`src/rtl/seq_nobi_subtractor.sv`:
```
// Multi-cycle a - b with no borrow input, CHUNK_WIDTH bits per clock, borrow rippled through a register.
// state | meaning: IDLE accept operands | CALC subtract chunk idx | DONE hold result until out_ready
module seq_nobi_subtractor #(
    parameter int DATA_WIDTH  = 32,
    parameter int CHUNK_WIDTH = 8
) (
    input  logic                  clk,
    input  logic                  rst,
    input  logic                  in_valid,
    output logic                  in_ready,
    input  logic [DATA_WIDTH-1:0] a,
    input  logic [DATA_WIDTH-1:0] b,
    output logic                  out_valid,
    input  logic                  out_ready,
    output logic [DATA_WIDTH-1:0] diff,
    output logic                  bo,
    output logic                  ov
);

    localparam int NUM_CHUNKS = DATA_WIDTH / CHUNK_WIDTH;
    localparam int IDX_W      = (NUM_CHUNKS > 1) ? $clog2(NUM_CHUNKS) : 1;
    localparam logic [IDX_W-1:0] LAST_IDX = IDX_W'(NUM_CHUNKS - 1);

    typedef enum logic [1:0] {
        IDLE,
        CALC,
        DONE
    } state_t;

    state_t                  state_q, state_d;
    logic [DATA_WIDTH-1:0]   a_q, a_d;
    logic [DATA_WIDTH-1:0]   b_q, b_d;
    logic [DATA_WIDTH-1:0]   diff_q, diff_d;
    logic [IDX_W-1:0]        idx_q, idx_d;
    logic                    borrow_q, borrow_d;
    logic                    bo_q, bo_d;
    logic                    ov_q, ov_d;

    logic [CHUNK_WIDTH-1:0]  a_chunk;
    logic [CHUNK_WIDTH-1:0]  b_chunk;
    logic [CHUNK_WIDTH:0]    sub_res;

    // Operates only on latched operands so live inputs never reach diff.
    always_comb begin
        a_chunk = a_q[idx_q*CHUNK_WIDTH +: CHUNK_WIDTH];
        b_chunk = b_q[idx_q*CHUNK_WIDTH +: CHUNK_WIDTH];
        sub_res = {1'b0, a_chunk} - {1'b0, b_chunk} - {{CHUNK_WIDTH{1'b0}}, borrow_q};
    end

    always_comb begin
        state_d   = state_q;
        a_d       = a_q;
        b_d       = b_q;
        diff_d    = diff_q;
        idx_d     = idx_q;
        borrow_d  = borrow_q;
        bo_d      = bo_q;
        ov_d      = ov_q;
        in_ready  = 1'b0;
        out_valid = 1'b0;

        case (state_q)
            IDLE: begin
                in_ready = 1'b1;
                if (in_valid) begin
                    a_d      = a;
                    b_d      = b;
                    idx_d    = '0;
                    borrow_d = 1'b0;
                    state_d  = CALC;
                end
            end
            CALC: begin
                diff_d[idx_q*CHUNK_WIDTH +: CHUNK_WIDTH] = sub_res[CHUNK_WIDTH-1:0];
                borrow_d = sub_res[CHUNK_WIDTH];
                idx_d    = idx_q + 1'b1;
                if (idx_q == LAST_IDX) begin
                    bo_d    = sub_res[CHUNK_WIDTH];
                    ov_d    = (a_q[DATA_WIDTH-1] != b_q[DATA_WIDTH-1]) &&
                              (sub_res[CHUNK_WIDTH-1] != a_q[DATA_WIDTH-1]);
                    idx_d   = '0;
                    state_d = DONE;
                end
            end
            DONE: begin
                out_valid = 1'b1;
                if (out_ready) begin
                    state_d = IDLE;
                end
            end
            default: begin
                state_d = IDLE;
            end
        endcase
    end

    always_ff @(posedge clk) begin
        if (rst) begin
            state_q  <= IDLE;
            a_q      <= '0;
            b_q      <= '0;
            diff_q   <= '0;
            idx_q    <= '0;
            borrow_q <= 1'b0;
            bo_q     <= 1'b0;
            ov_q     <= 1'b0;
        end else begin
            state_q  <= state_d;
            a_q      <= a_d;
            b_q      <= b_d;
            diff_q   <= diff_d;
            idx_q    <= idx_d;
            borrow_q <= borrow_d;
            bo_q     <= bo_d;
            ov_q     <= ov_d;
        end
    end

    assign diff = diff_q;
    assign bo   = bo_q;
    assign ov   = ov_q;

endmodule

```
`config.mk`:
```
export PLATFORM = sky130hd
export DESIGN_NAME = seq_nobi_subtractor
export DESIGN_NICKNAME = d
export VERILOG_FILES = /design/src/rtl/seq_nobi_subtractor.sv
export SDC_FILE = /design/constraint.sdc
export NUM_CORES = 1
export LEC_CHECK = 0
export ABC_AREA = 0
export CORE_AREA = 2 2 96 98
export DETAILED_ROUTE_END_ITERATION = 8
export DIE_AREA = 0 0 98 100
export PLACE_DENSITY_LB_ADDON = 0.08
export SKIP_CTS_REPAIR_TIMING = 1
export SLEW_MARGIN = 20
export SYNTH_ARGS = -nofsm -noshare
export SYNTH_HDL_FRONTEND = slang
export SYNTH_SLANG_ARGS = --single-unit
```
`constraint.sdc`:
```
create_clock -name clk -period 7.4 [get_ports clk]
set_input_delay 0.74 -clock clk [delete_from_list [all_inputs] [get_ports clk]]
set_output_delay 0.74 -clock clk [all_outputs]
set_load 0.005 [all_outputs]
```
==> flow_metrics.tcl <==
set metrics [dict create \
    outcome "completed" \
    maxCapViolations 0 \
    clock_latency_ns 0.36 \
    hpwlAfterDp_mm 7.55 \
    die_h_um 100 \
    crit_start "idx_q[1]" \
    finalWirelength_mm 10.5 \
    p_clk_share_pct 29.0 \
    switching_share_pct 29.4 \
    synth-main-ff-cell "dfxtp_1" \
    final_common_cell "nand2_1" \
    area_growth_pct 27.7 \
    syn_area_mm2 0.00458 \
    grt_usage_pct 22.7 \
    worst_pin_slew_ns 1.07 \
    nNetsFinal 702 \
    cts_tree "yes" \
    cts_inserted_buffers 9 \
    rr_startpoint "idx_q[1]" \
    seq_area_mm2 0.00206 \
    synth_seq_cells 103 \
    htreeDepth 3 \
    dpl_cell_area_mm2 0.00565 \
    finalPower_mw 1.25 \
    root_buffer "clkbuf_8" \
    avgRoutedWirePerCell_um 14.4 \
    crit_type "reg -> reg" \
    intPower_uw 882 \
    grt_pass1_wl_mm 18.3 \
    port_buffers 103 \
    synth-edff-count 0 \
    min_path_type "reg -> reg" \
    insertedDiodeCount 0 \
    max_stage_delay_ns 0.92 \
    dieArea_mm2 0.00980 \
    core_mm2 0.00889 \
    ys_seq_area_share_pct 45.0 \
    multi_input_area_mm2 0.00232 \
    dieWidth_um 98 \
    vias_per_cell 5.40 \
    synth_warnings 0 \
    cp.arrival_ns 4.01 \
    io-pin-count 104 \
    grt_antenna_before_repair 0 \
    syn-instance-count 530 \
    final_design_area_no_fill_mm2 0.00586 \
    pwr_density_cell_mw_per_mm2 213 \
    crit_required_ns 7.65 \
    rsz0062_at_grt "false" \
    syn_nets 618 \
    row_count 35 \
    clockBufferDepth 2 \
    report.final.setup_viol 0 \
    fin_setup_tns_ns 0 \
    path_clk_slew_ns 0.09 \
    start_util_pct 51.6 \
    first_pass_iters 4 \
    comb_power_share_pct 23.1 \
    drc 0 \
    cts.sinks 103 \
    power.switching_uw 367 \
    yosysUniqueCellTypes 37 \
    path_cells "mux4_2 > fa_1 > fa_1 > nand2b_1 > a21oi_1 > o21bai_1 > a21oi_1 > nor4_1 > a221o_1" \
    post-route-period-util_pct 50.7 \
    ant_nets 0 \
    start_kind "register" \
    synth-async-reset-ratio_pct 0 \
    grt_pass1_vias 3961 \
    avgSynthCellArea_um2 8.65 \
    hp-start "a_q[29]" \
    grt_max_degree 111 \
    crit_slowest_cell "dfxtp_1" \
    hold_viol 0 \
    pwr-share-seq_pct 47.9 \
    mostFrequentLayoutCells "136 x nand2_1, 103 x dfxtp_1, 102 x clkdlybuf4s50_1, 73 x a21oi_1, 37 x nor2_1" \
    place_congestion 0.795 \
    power_leakage_nw 2.15 \
    clock_skew_ns 0.0117 \
    grt_overflow 0 \
    vias 3945 \
    drv_slew 0 \
    ir_worst_vdd_v 0.000130 \
    worst_setup_path_end_kind "register" \
    fin_crit_ns 3.75 \
    relSlewSlack_pct 28.4 \
    drive_gt1_share_pct 6.30 \
    clock.fmax_ghz 0.266 \
    fillers 753 \
    drt_iter0_drc 144 \
    cp_max_fo 21 \
]
[stage by stage]
step                      setup slack [ns]  util (%)  hold slack [ns]  std cells
after floorplan                       3.47         -            0.433        530
after global placement                3.76      63.5            0.440        714
after detailed placement              3.66      63.5            0.447        714
after CTS                             3.64      65.9            0.460        730
after global routing                  3.34      65.9            0.479        730
final                                 3.65      65.9            0.460        730
[Yosys cell counts, types with 2 or more instances]
cell type / n / area [um2]
a211oi_1: 2 / 15.0
a21oi_1: 73 / 365
a221o_1: 4 / 40.0
a22oi_1: 20 / 150
a2bb2oi_1: 4 / 35.0
a311oi_2: 2 / 30.0
and2_1: 3 / 18.8
buf_1: 7 / 26.3
buf_2: 2 / 10.0
clkbuf_1: 22 / 82.6
dfxtp_1: 103 / 2060
fa_1: 2 / 40.0
ha_1: 18 / 225
inv_1: 25 / 93.8
mux4_2: 16 / 360
nand2_1: 137 / 514
nand2b_1: 7 / 43.8
nand3_1: 2 / 10.0
nand3b_1: 5 / 37.5
nor2_1: 37 / 139
nor2b_1: 6 / 37.5
nor3_1: 3 / 15.0
nor4_1: 5 / 31.3
o21ai_0: 5 / 25.0
o21bai_1: 2 / 15.0
or3_1: 3 / 18.8
or4_1: 2 / 15.0
xnor2_1: 4 / 35.0
[flip-flops by register name, summed over array words and instances, names as in the netlist]
register / count
bo: 1
idx_q: 2
b_q: 32
state_q: 2
a_q: 32
diff: 32
borrow_q: 1
ov: 1
[path summary, 6_finish.rpt]
check	endpoint	slack, ns	depth (start not counted)
hold / removal	a_q[29]	0.46	2
setup reg to reg	diff[22]	3.65	9
hold reg to reg	a_q[29]	0.46	2
setup / recovery	diff[22]	3.65	9
[cells by family (layout without fill, tap and decap cells)]
group | Yosys count | after routing | share of synthesized area [%]
AND/OR/NAND/NOR | 213 | 213 | 19.7
AO/OA/AOI/OAI | 117 | 117 | 16.1
flip-flops | 103 | 103 | 45.0
buffers and inverters | 56 | 145 | 4.64
adder cells (fa/ha/maj) | 20 | 20 | 5.79
multiplexers | 16 | 16 | 7.86
XOR/XNOR | 5 | 5 | 0.955
[critical path, delay by kind of cell, from the launching register on]
family                     cells  cell delay (ns)
adders and majority gates      2             0.88
DFF                            1             0.92
AOI/OAI and AO/OA              4             1.14
and+or+nand+nor                2             0.27
muxes                          1             0.43
[area by class of cell]
class                      count  area share, %
clock buffer                  11           2.41
clock inverter                 5           1.09
inverter                      25           1.60
multi-input combinational    371           39.6
sequential                   103           35.2
tap                          111           2.37
timing repair buffer         104           17.7
[power groups by stage]
stage	Sequential, mW	Combinational (mW)	Clock, mW
2_1_floorplan	0.605	0.193	0
3_3_place_gp	0.610	0.279	0
3_5_place_dp	0.611	0.288	0
4_1_cts	0.598	0.289	0.365
5_1_grt	0.602	0.320	0.389
6_report	0.598	0.289	0.362
[layer usage]
metal | vias to the layer above | part of all wire (%) | GRT usage, % | wire length [um]
li1 | 1974 | - | - | -
met1 | 1870 | 45 | 28.8 | 4730
met2 | 90 | 50 | 40.1 | 5220
met3 | 11 | 4.0 | 3.20 | 417
met4 | 0 | 1.3 | 7.05 | 137
met5 | - | 0 | 0 | 0
(Power assumes the default switching activity.)
